==> src/rtl/alu_ex_stage.sv <==
// Execute stage: EX register -> 32-bit add/logic ALU -> EX/MEM register, valid/ready on both sides.
// Optional overflow trap on ADD/SUB is enabled by defining ALU_OVF_TRAP_EN.
module alu_ex_stage #(
   parameter int RD_W = 5
) (
   input  logic            clk,
   input  logic            reset_n,
   input  logic            in_valid,
   output logic            in_ready,
   input  logic [3:0]      in_op,
   input  logic [31:0]     in_a,
   input  logic [31:0]     in_b,
   input  logic [RD_W-1:0] in_rd,
   input  logic            flush,
   output logic            out_valid,
   input  logic            out_ready,
   output logic [31:0]     out_result,
   output logic [RD_W-1:0] out_rd,
   output logic            out_wen,
   output logic            out_zero,
   output logic            out_cout
`ifdef ALU_OVF_TRAP_EN
   ,
   output logic            out_ovf_exc
`endif
);

   typedef enum logic [3:0] {
      OP_ADD  = 4'd0, OP_ADDU = 4'd1, OP_SUB = 4'd2, OP_SUBU = 4'd3,
      OP_AND  = 4'd4, OP_OR   = 4'd5, OP_XOR = 4'd6, OP_NOR  = 4'd7,
      OP_SLT  = 4'd8, OP_SLTU = 4'd9
   } op_e;

   logic            s1_valid_q, s1_valid_d;
   logic [3:0]      s1_op_q;
   logic [31:0]     s1_a_q, s1_b_q;
   logic [RD_W-1:0] s1_rd_q;

   logic            s2_valid_q, s2_valid_d;
   logic [31:0]     s2_result_q;
   logic [RD_W-1:0] s2_rd_q;
   logic            s2_wen_q, s2_zero_q, s2_cout_q, s2_ovf_q;

   logic            s1_adv, s2_adv, accept;

   logic [2:0]      alu_s;
   logic            alu_cin;
   logic [31:0]     alu_bx, alu_d;
   logic [32:0]     alu_sum;
   logic            alu_cout, alu_v;
   logic [31:0]     ex_result;
   logic            ex_wen, ex_ovf;

   assign s2_adv   = !s2_valid_q | out_ready;
   assign s1_adv   = s1_valid_q & s2_adv;
   assign in_ready = !s1_valid_q | s2_adv;
   assign accept   = in_valid & in_ready;

   // NOTE: every signal written in an always_comb gets a default first, so no path can infer a latch.
   always_comb begin
      alu_s   = 3'b000;
      alu_cin = 1'b0;
      case (s1_op_q)
         OP_ADD, OP_ADDU:                  alu_s = 3'b010;
         OP_SUB, OP_SUBU, OP_SLT, OP_SLTU: begin alu_s = 3'b011; alu_cin = 1'b1; end
         OP_AND:                           alu_s = 3'b110;
         OP_OR:                            alu_s = 3'b100;
         OP_XOR:                           alu_s = 3'b000;
         OP_NOR:                           alu_s = 3'b101;
         default:                          alu_s = 3'b111;
      endcase
   end

   // Select 011 subtracts as A + ~B + Cin; the adder is shared by both arithmetic codes.
   always_comb begin
      alu_bx   = (alu_s == 3'b011) ? ~s1_b_q : s1_b_q;
      alu_sum  = {1'b0, s1_a_q} + {1'b0, alu_bx} + {32'd0, alu_cin};
      alu_d    = 32'd0;
      alu_cout = 1'b0;
      case (alu_s)
         3'b010, 3'b011: begin alu_d = alu_sum[31:0]; alu_cout = alu_sum[32]; end
         3'b110:         alu_d = s1_a_q & s1_b_q;
         3'b100:         alu_d = s1_a_q | s1_b_q;
         3'b000:         alu_d = s1_a_q ^ s1_b_q;
         3'b101:         alu_d = ~(s1_a_q | s1_b_q);
         default:        alu_d = 32'd0;
      endcase
      alu_v = (s1_a_q[31] == alu_bx[31]) & (alu_d[31] != s1_a_q[31]);
   end

   always_comb begin
      ex_result = alu_d;
      ex_wen    = 1'b1;
      ex_ovf    = 1'b0;
      case (s1_op_q)
         OP_ADD, OP_ADDU, OP_SUB, OP_SUBU,
         OP_AND, OP_OR, OP_XOR, OP_NOR: ex_result = alu_d;
         OP_SLT:  ex_result = {31'd0, alu_d[31] ^ alu_v};
         OP_SLTU: ex_result = {31'd0, ~alu_cout};
         default: begin ex_result = 32'd0; ex_wen = 1'b0; end
      endcase
`ifdef ALU_OVF_TRAP_EN
      if ((s1_op_q == OP_ADD || s1_op_q == OP_SUB) && alu_v) begin
         ex_ovf = 1'b1;
         ex_wen = 1'b0;
      end
`endif
   end

   // flush wins over any accept or advance on the same edge.
   always_comb begin
      s1_valid_d = s1_valid_q;
      s2_valid_d = s2_valid_q;
      if (flush) begin
         s1_valid_d = 1'b0;
         s2_valid_d = 1'b0;
      end else begin
         if (accept)      s1_valid_d = 1'b1;
         else if (s1_adv) s1_valid_d = 1'b0;
         if (s1_adv)         s2_valid_d = 1'b1;
         else if (out_ready) s2_valid_d = 1'b0;
      end
   end

   // NOTE: sequential state uses non-blocking assignments only, so every register samples pre-edge values.
   always_ff @(posedge clk or negedge reset_n) begin
      if (!reset_n) begin
         s1_valid_q  <= 1'b0;
         s1_op_q     <= 4'd0;
         s1_a_q      <= 32'd0;
         s1_b_q      <= 32'd0;
         s1_rd_q     <= '0;
         s2_valid_q  <= 1'b0;
         s2_result_q <= 32'd0;
         s2_rd_q     <= '0;
         s2_wen_q    <= 1'b0;
         s2_zero_q   <= 1'b0;
         s2_cout_q   <= 1'b0;
         s2_ovf_q    <= 1'b0;
      end else begin
         s1_valid_q <= s1_valid_d;
         s2_valid_q <= s2_valid_d;
         if (accept) begin
            s1_op_q <= in_op;
            s1_a_q  <= in_a;
            s1_b_q  <= in_b;
            s1_rd_q <= in_rd;
         end
         if (s1_adv) begin
            s2_result_q <= ex_result;
            s2_rd_q     <= s1_rd_q;
            s2_wen_q    <= ex_wen;
            s2_zero_q   <= (ex_result == 32'd0);
            s2_cout_q   <= alu_cout;
            s2_ovf_q    <= ex_ovf;
         end
      end
   end

   // Data registers may be stale after a flush; qualify the side-effecting bits with valid.
   assign out_valid  = s2_valid_q;
   assign out_result = s2_result_q;
   assign out_rd     = s2_rd_q;
   assign out_wen    = s2_valid_q & s2_wen_q;
   assign out_zero   = s2_zero_q;
   assign out_cout   = s2_cout_q;
`ifdef ALU_OVF_TRAP_EN
   assign out_ovf_exc = s2_valid_q & s2_ovf_q;
`endif

endmodule

==> config.mk <==
export PLATFORM = sky130hd
export DESIGN_NAME = alu_ex_stage
export DESIGN_NICKNAME = d
export VERILOG_FILES = /design/src/rtl/alu_ex_stage.sv
export SDC_FILE = /design/constraint.sdc
export NUM_CORES = 1
export LEC_CHECK = 0
export ABC_AREA = 0
export CORE_MARGIN = 10
export CORE_UTILIZATION = 45
export DETAILED_ROUTE_END_ITERATION = 10
export PLACE_DENSITY_LB_ADDON = 0.2
export SLEW_MARGIN = 30
export SYNTH_ARGS = -nofsm -noshare
export SYNTH_HDL_FRONTEND = slang
export SYNTH_SLANG_ARGS = --single-unit
==> constraint.sdc <==
create_clock -name clk -period 4.8 [get_ports clk]
set_input_delay 1.2 -clock clk [delete_from_list [all_inputs] [get_ports clk]]
set_output_delay 1.2 -clock clk [all_outputs]
set_load 0.01 [all_outputs]
### Yosys cells after proc, flatten, opt, wreduce, memory -nomap -nowiden

Index checks and enable logic that the tools add are counted.

* memory bits (read-only): 0
* memories kept: 0
* word-level logic and storage cells: 67
* output and inout bits: 42
* memory bits (writable): 0
* flip-flop bits (word level): 115
* latch bits: 0

* reductions and logical operators: 12
* multiplexer cells: 13
* divide/modulo/power cells: 0
* eq/ne operators: 16
* add/subtract/negate cells: 2
* shift-type cells: 0
* bitwise operators: 13
* multipliers: 0
* magnitude comparators: 0

Operators by type and width (count)
* 32-bit one-hot mux with 5 select lines: 1
* 32-bit one-hot mux with 3 select lines: 1
* 32-bit inverter: 2
* 32-bit by 32-bit adder with 33-bit output: 1
* 33-bit by 1-bit adder with 33-bit output: 1
* 32-bit bitwise AND: 1
* 32-bit logical NOT: 1
* 32-bit two-way mux: 1
* 32-bit OR: 1
* 32-bit bitwise XOR: 1
* 3-bit one-hot mux with 6 select lines: 1
* 4-bit by 3-bit equality test with 1-bit output (second input constant): 4
* 10-bit OR reduction: 1
* 3-bit equality test (second input constant): 3
* 1-bit two-way mux: 9
* 4-bit by 2-bit equality test with 1-bit output (second input constant): 2
* 4-bit equality test (second input constant): 2
* 8-bit OR reduction: 1
* 3-bit by 2-bit equality test with 1-bit output (second input constant): 2
* 3-bit nonzero test: 2
* 1-bit bitwise AND: 4
* 4-bit by 1-bit equality test with 1-bit output (second input constant): 1
* 4-bit logical NOT: 1
* 2-bit OR reduction: 2
* other kinds (8): 10

### Longest topological paths before layout

Gate-level depths: netlist (run 1).

* depth after elaboration: 13
* mapped depth: 20
* depth with buffers taken out: 15

### Least setup slack after synthesis (run 1)

No wires, ideal clock.

* path type: reg-to-reg
* from: register s1_op_q[1]
* to: register s2_zero_q, in the netlist out_zero
* buffers on the path: 5
* arrival: 5.057 ns
* cell stages (with the launch flop): 21
* setup slack: -0.360 ns
* library setup time: 0.103 ns
* period minus slack after synthesis: 5.160 ns
* cells stage by stage: dfrtp_1 -> buf_4 -> buf_6 -> buf_2 -> buf_2 -> xnor2_1 -> nor2_1 -> buf_2 -> xnor2_1 -> fa_1 -> fa_1 -> a21o_1 -> a221o_1 -> a21oi_4 -> a21oi_2 -> a31o_1 -> a211o_1 -> a211oi_1 -> nand4_1 -> a2111o_1 -> o41ai_2

* longest elaborated chain between the ends: 13
* elaborated cells between the ends (all ways): 34
* classes of those cells: 2 x add/sub; 16 x eq/ne; 6 x mux; 3 x bitwise; 7 x reduce/logical

Ends and longest elaborated chain
* from (decl): line 35 `logic [3:0] s1_op_q;`
* from (signal assigned): line 144 `s1_op_q <= in_op;`
* 4-bit equality test (tied with other cells): line 63, 95
* 4-bit OR reduction / 2-bit OR reduction (equally long branches): line 63 `case (s1_op_q)`
* 3-bit one-hot mux with 6 select lines: line 63
* 3-bit by 2-bit equality test with 1-bit output: line 76, 80
* 32-bit two-way mux: line 76 `alu_bx = (alu_s == 3'b011) ? ~s1_b_q : s1_b_q;`
* 32-bit by 32-bit adder with 33-bit output: line 77 `alu_sum = {1'b0, s1_a_q} + {1'b0, alu_bx} + {32'd0, alu_cin};`
* 33-bit by 1-bit adder with 33-bit output: line 77
* 32-bit one-hot mux with 5 select lines: line 80 `case (alu_s)`
* 1-bit != test: line 88 `alu_v = (s1_a_q[31] == alu_bx[31]) & (alu_d[31] != s1_a_q[31]);`
* 1-bit bitwise AND: line 88
* 1-bit bitwise XOR: line 98 `OP_SLT: ex_result = {31'd0, alu_d[31] ^ alu_v};`
* 32-bit one-hot mux with 3 select lines *: line 95 `case (s1_op_q)`
* 32-bit logical NOT *: line 153 `s2_zero_q <= (ex_result == 32'd0);`
* to (signal assigned): line 153
* to (decl): line 42 `logic s2_wen_q, s2_zero_q, s2_cout_q, s2_ovf_q;`

Mark *: on every way between the ends. The rest lies on a longest branch, timed or not.
A chain may end at the register's enable or synchronous reset.

### Worst setup path after layout (run 1)

Ends and elaborated chain as after synthesis.

==> impl_metrics.toml, run 1 <==
[route]
first_iter_violations = 468
route.antenna.remaining_nets = 0
route.detailed.vias_per_inst = 5.48
drt-total-wl_um = 23400
post-route-drc-count = 0
first_pass_iters = 5
wire_per_inst_um = 17.9
num_vias = 7162

[run_status]
outcome = "finished, final reports clean"

[sta]
report.final.slew_viol_count = 0
report.final.hold_viol_count = 0
clock_tree_skew_after_final_layout_ps = 7.72
timing.fmax_ghz = 0.219
worst_pin_slew_ps = 848
period_needed_ps = 4570
timing.final.crit_share_pct = 95.2
rsz0062_at_grt = "false"
final.setup.tns_ps = 0
worst_max_slew_margin_expressed_relative_to_the_limit_pct = 43.5
setup_viol = 0

[critical_path]
worst_ep_required_time_ps = 5120
endpoint_kind = "flop"
r2r.worst_path.cells = 15
ff2ff_setup_slack_ps = 230
timing.critical_path.arrival_ps = 4890
regToRegEndpoint = "out_zero"
timing.rr.start = "s1_op_q[1]"
timing.setup.critical_path_class = "flop to flop"
critPathMaxFanout = 7
critical_path.startpoint_type = "flop"

[die]
starting_density_of_the_core_pct = 45.7
design.portCount = 120
core_region_area_mm2 = 0.0195
die_area_mm2 = 0.0258
chipHeight_um = 161
die-width_um = 161
rows = 51

[clocking]
ctsLongestPathBuffers = 2
post_cts_resize_count = 0
tritoncts.num_buffers = 17
cts_tree = "yes"
cts_setup_buffers = 3
cts.reportedPaths.clkPinSlew_ps = 60
worst_skew_pair.late_latency_ps = 420
clock_tree.root_cell = "clkbuf_16"
cts_htree_levels = 4
clock_sinks = 115
cts_hold_buffers = 0

[pwr]
ir_drop_uv = 329
design_power_total_mw = 4.67
clock_power_share_pct = 28.9
power.combinational.fraction_pct = 44.0
power_frac_seq_pct = 27.1
cellPowerDensity_mw_per_mm2 = 424
switchingPower_mw = 1.71
internal_power_mw = 2.97
cellLeakagePower_nw = 4.93
switching_share_pct = 36.5

[finish]
nNetsFinal = 1205
syn_to_final_growth_pct = 23.9
n_fill_cell = 1727
drive_above_1_share_pct = 15.4
antenna-diode-count = 0

[synthesis]
post_synth_and_or_nand_nor_area_fraction_pct = 10.3
ys_seq_area_share_pct = 32.3
synth_warnings = 0
synth-compound-area-share_pct = 16.2
synthesis.nets = 1092
synth_top_flop_cell = "dfrtp_1"
count_of_flip_flops_with_a_built_in_enable_after_synthesis = 0
syn_area_per_cell_um2 = 9.71
yosys_register_bits = 115
synth_top_area_cell = "dfrtp_1"
synthDistinctLibCells = 80
synth_top_family_by_area = "compound AO/OA/AOI/OAI gates"
synth_fa_ha_area_share_pct = 13.8
post_synth_xor_area_fraction_pct = 7.77
area_of_the_mapped_netlist_mm2 = 0.00890
synthTopCellsByArea = "dfrtp_1 32%, ha_1 13%, mux2_2 11%"
netlist.area_leader.share_pct = 32.3
synth_mux_area_share_pct = 14.3
ys_async_sr_fraction_pct = 100
syn-instance-count = 917

[global_routing]
first_global_vias = 7085
global_route.usage.total_pct = 18.2
grt_pass1_wl_um = 38200
grt_overflow = 0
grt_max_degree = 74
antenna_found_initial = 0

[placement]
finalWeightedCongestion = 0.903
detailed_place_hpwl_um = 17600
port-buffer-count = 119

[run]
maxCapViolCount = 0

[min_path]
worstHoldPathCells = 2
hold_path_class = "flop to flop"
hold_path_end = "out_rd[4]"
hold_path_startpoint = "s1_rd_q[4]"
## final cells by class
type / instances / area, um2 / area share (%)
clock buffers: 21 / 460 / 4.18
clock inverters: 10 / 158 / 1.43
inverters: 69 / 259 / 2.35
multi-input cells: 688 / 5580 / 50.6
flip-flops and latches: 115 / 2880 / 26.1
well taps: 265 / 332 / 3.01
repair buffers: 139 / 1350 / 12.3
## worst max-delay path, stage by stage (launching register included)
cell      delay [ps]
dfrtp_4          470
xnor2_1          160
nor2_4           280
buf_4            220
xnor2_1          120
ha_1             260
a211oi_1         290
o21ai_0          180
a221oi_1         470
mux2_2           400
nor4_2           330
o211ai_1         140
nor4b_1          370
nand4_1          150
a2111o_1         420
o41ai_2          210
## power groups by stage
stage | clock (mW) | combinational, mW | sequential, mW
2_1_floorplan | 0 | 1.35 | 1.28
3_3_place_gp | 0 | 2.03 | 1.28
3_5_place_dp | 0 | 2.03 | 1.28
4_1_cts | 1.38 | 2.05 | 1.27
5_1_grt | 1.42 | 2.26 | 1.29
6_report | 1.35 | 2.05 | 1.27
## cells in the final DEF (no fill, tap or decap), types with 4 or more instances in the layout
cell type / n
clkdlybuf4s50_1: 118
nand2_1: 87
nor2b_1: 10
ha_1: 95
a31oi_1: 6
or3_1: 5
xor2_1: 24
a22oi_1: 4
nand3_1: 10
nor2_1: 25
a21o_1: 16
and4_1: 5
nand4_1: 6
buf_4: 20
xnor2_1: 55
nand2b_1: 4
a211oi_1: 23
mux2i_1: 27
clkbuf_16: 17
o31ai_1: 5
o21a_1: 6
a21oi_1: 34
nor3_1: 9
o211ai_1: 15
dfrtp_1: 113
o21ai_0: 48
mux2_2: 89
inv_1: 68
bufinv_16: 4
and3_1: 8
## state kept, by name, indices dropped and copies added, names as in the netlist
| signal | count |
|---|---|
| out_cout | 1 |
| out_rd | 5 |
| out_result | 32 |
| s1_b_q | 32 |
| s1_a_q | 32 |
| s2_wen_q | 1 |
| s1_valid_q | 1 |
| s1_rd_q | 5 |
| out_valid | 1 |
| s1_op_q | 4 |
| out_zero | 1 |
## worst max-delay path by stage
stage                     startpoint       end  slack [ps]  cells after the start
after floorplan           s1_op_q[1]  out_zero          20                     20
after global placement    s1_op_q[1]  out_zero         140                     15
after detailed placement  s1_op_q[1]  out_zero          10                     15
after CTS                 s1_op_q[1]  out_zero         270                     15
after global routing      s1_op_q[1]  out_zero          60                     15
final                     s1_op_q[1]  out_zero         230                     15
## cells by family (layout without fill, tap and decap cells)
| logic type | Yosys count | count (layout) |
|---|---|---|
| flip-flops | 115 | 115 |
| AND/OR/NAND/NOR | 190 | 190 |
| multiplexers | 116 | 116 |
| XOR/XNOR | 79 | 79 |
| adder cells (fa/ha/maj) | 97 | 97 |
| AO/OA/AOI/OAI | 206 | 206 |
| buffers and inverters | 114 | 239 |
## cells in the mapped netlist (4+ instances only)
cell type / instances
dfrtp_1: 115
ha_1: 95
mux2_2: 89
nand2_1: 88
inv_1: 68
xnor2_1: 55
o21ai_0: 48
a21oi_1: 34
mux2i_1: 27
clkbuf_1: 26
nor2_1: 26
xor2_1: 24
a211oi_1: 23
a21o_1: 16
o211ai_1: 15
buf_2: 13
nand3_1: 10
nor2b_1: 10
nor3_1: 9
and3_1: 8
a31oi_1: 6
nand4_1: 6
o21a_1: 6
and4_1: 5
nand2b_1: 5
o31ai_1: 5
or3_1: 5
a22oi_1: 4
## stage by stage
step	utilization, %	worst slack (ps)	instances	hold WS, ps	area, um2
after floorplan	-	24.5	917	433	8920
after global placement	53.3	137	1273	438	10400
after detailed placement	53.3	11.5	1273	446	10400
after CTS	56.6	275	1307	460	11000
after global routing	56.7	57.1	1307	479	11000
final	56.7	230	1307	460	11000
## layer usage
layer,global-route usage (%),part of all wire (%),vias to the layer above
li1,-,-,3494
met1,24.6,48,3451
met2,28.2,45,187
met3,3.81,5.1,30
met4,6.05,1.9,0
met5,0,0,-
(Power assumes the default switching activity.)
==> run 2: changes to the inputs <==
--- a/config.mk
+++ b/config.mk
@@ -8,9 +8,10 @@
 export ABC_AREA = 0
 export CORE_MARGIN = 10
 export CORE_UTILIZATION = 45
+export CTS_CLUSTER_SIZE = 28
 export DETAILED_ROUTE_END_ITERATION = 10
 export PLACE_DENSITY_LB_ADDON = 0.2
-export SLEW_MARGIN = 30
+export SLEW_MARGIN = 20
 export SYNTH_ARGS = -nofsm -noshare
 export SYNTH_HDL_FRONTEND = slang
 export SYNTH_SLANG_ARGS = --single-unit
==> impl_metrics.toml, run 2 (synthesis gave the netlist of run 1 again) <==
[route]
post-route-drc-count = 0
first_pass_iters = 5
wire_per_inst_um = 17.8
drt-total-wl_um = 23300
route.antenna.remaining_nets = 0
first_iter_violations = 453
num_vias = 7167
route.detailed.vias_per_inst = 5.48

[run]
maxCapViolCount = 0

[global_routing]
grt_pass1_wl_um = 38200
grt_max_degree = 74
antenna_found_initial = 0
grt_overflow = 0
global_route.usage.total_pct = 18.2
first_global_vias = 7085

[sta]
worst_max_slew_margin_expressed_relative_to_the_limit_pct = 34.5
worst_pin_slew_ps = 983
final.setup.tns_ps = 0
clock_tree_skew_after_final_layout_ps = 7.53
setup_viol = 0
report.final.slew_viol_count = 0
period_needed_ps = 4550
timing.fmax_ghz = 0.220
report.final.hold_viol_count = 0
rsz0062_at_grt = "false"
layout_setup_ws_ps = 252
timing.final.crit_share_pct = 94.8

[pwr]
cellLeakagePower_nw = 4.93
design_power_total_mw = 4.67
cellPowerDensity_mw_per_mm2 = 424
ir_drop_uv = 329

[finish]
utilization_pct = 56.6
nNetsFinal = 1205
drive_above_1_share_pct = 15.4
antenna-diode-count = 0
final_common_cell = "clkdlybuf4s50_1"
syn_to_final_growth_pct = 23.8
final_cell_mix = "118 x clkdlybuf4s50_1, 113 x dfrtp_1, 95 x ha_1"

[clocking]
cts_hold_buffers = 0
clock_sinks = 115
cts_tree = "yes"
cts_htree_levels = 4
cts.reportedPaths.clkPinSlew_ps = 60
worst_skew_pair.late_latency_ps = 420
tritoncts.num_buffers = 17
clock_tree.root_cell = "clkbuf_16"
ctsLongestPathBuffers = 2

[critical_path]
worst_ep_required_time_ps = 5120
endpoint_kind = "flop"
timing.setup.critical_path_class = "flop to flop"
critical_path.startpoint_type = "flop"
critPathMaxFanout = 7
timing.critical_path.arrival_ps = 4870

[die]
design.portCount = 120
core_region_area_mm2 = 0.0195
die_area_mm2 = 0.0258
die-width_um = 161
rows = 51
starting_density_of_the_core_pct = 45.7
chipHeight_um = 161

[placement]
finalWeightedCongestion = 0.903
port-buffer-count = 119
preCtsSetupSlack_ps = 11.5
detailed_place_hpwl_um = 17600

[min_path]
hold_path_class = "flop to flop"

[run_status]
outcome = "finished, final reports clean"
[run 2: what timing repair did]
action                     in CTS  in global routing
buffers inserted                3                  0
setup endpoints to repair       1                  0
gates resized for setup         0                  0
[run 2: cell type report]
type	instances	area, um2
fillers	1728	8440
inverters	69	259
multi-input cells	688	5580
repair buffers	139	1350
clock buffers	21	460
clock inverters	10	158
well taps	265	332
flip-flops and latches	115	2880
[run 2: metrics by stage]
step                area [um2]  hold slack, ps  cells
global route             11000             479   1307
finish                   11000             462   1307
floorplan                 8920             433    917
global placement         10400             438   1273
CTS                      11000             460   1307
detailed placement       10400             446   1273
[run 2: final timing paths]
path,startpoint,to,slack (ps),cells after the start
max,s1_op_q[1],out_zero,250,15
min,s1_rd_q[4],out_rd[4],460,2
max reg2reg,s1_op_q[1],out_zero,250,15
min reg2reg,s1_rd_q[4],out_rd[4],460,2
max in group asynchronous,reset_n,s1_b_q[20],3180,2
min in group asynchronous,reset_n,s1_b_q[2],840,1
[run 2: critical path: stages, from the launching register on]
cell      delay, ps
dfrtp_4         470
xnor2_1         160
nor2_4          280
buf_4           220
xnor2_1         120
ha_1            260
a211oi_1        290
o21ai_0         180
a221oi_1        450
mux2_2          390
nor4_2          330
o211ai_1        140
nor4b_1         360
nand4_1         140
a2111o_1        420
o41ai_2         210
[run 2: layer usage]
metal / GRT usage [%] / part of all wire, %
met3: 3.81 / 5.2
met4: 6.05 / 1.9
met1: 24.6 / 48
met5: 0 / 0
met2: 28.2 / 45
[run 2: power breakdown]
group | switching, mW | internal, mW | total (mW)
clock | 0.464 | 0.889 | 1.35
combinational | 1.11 | 0.946 | 2.05
sequential | 0.135 | 1.13 | 1.27
total | 1.71 | 2.97 | 4.67
==> run 3: changes to the inputs <==
--- a/config.mk
+++ b/config.mk
@@ -10,6 +10,7 @@
 export CORE_UTILIZATION = 45
 export CTS_CLUSTER_SIZE = 28
 export DETAILED_ROUTE_END_ITERATION = 10
+export HOLD_SLACK_MARGIN = 0.06
 export PLACE_DENSITY_LB_ADDON = 0.2
 export SLEW_MARGIN = 20
 export SYNTH_ARGS = -nofsm -noshare
==> results of run 3 <==
No change in the layout: final DEF, timing and power equal those of run 2.
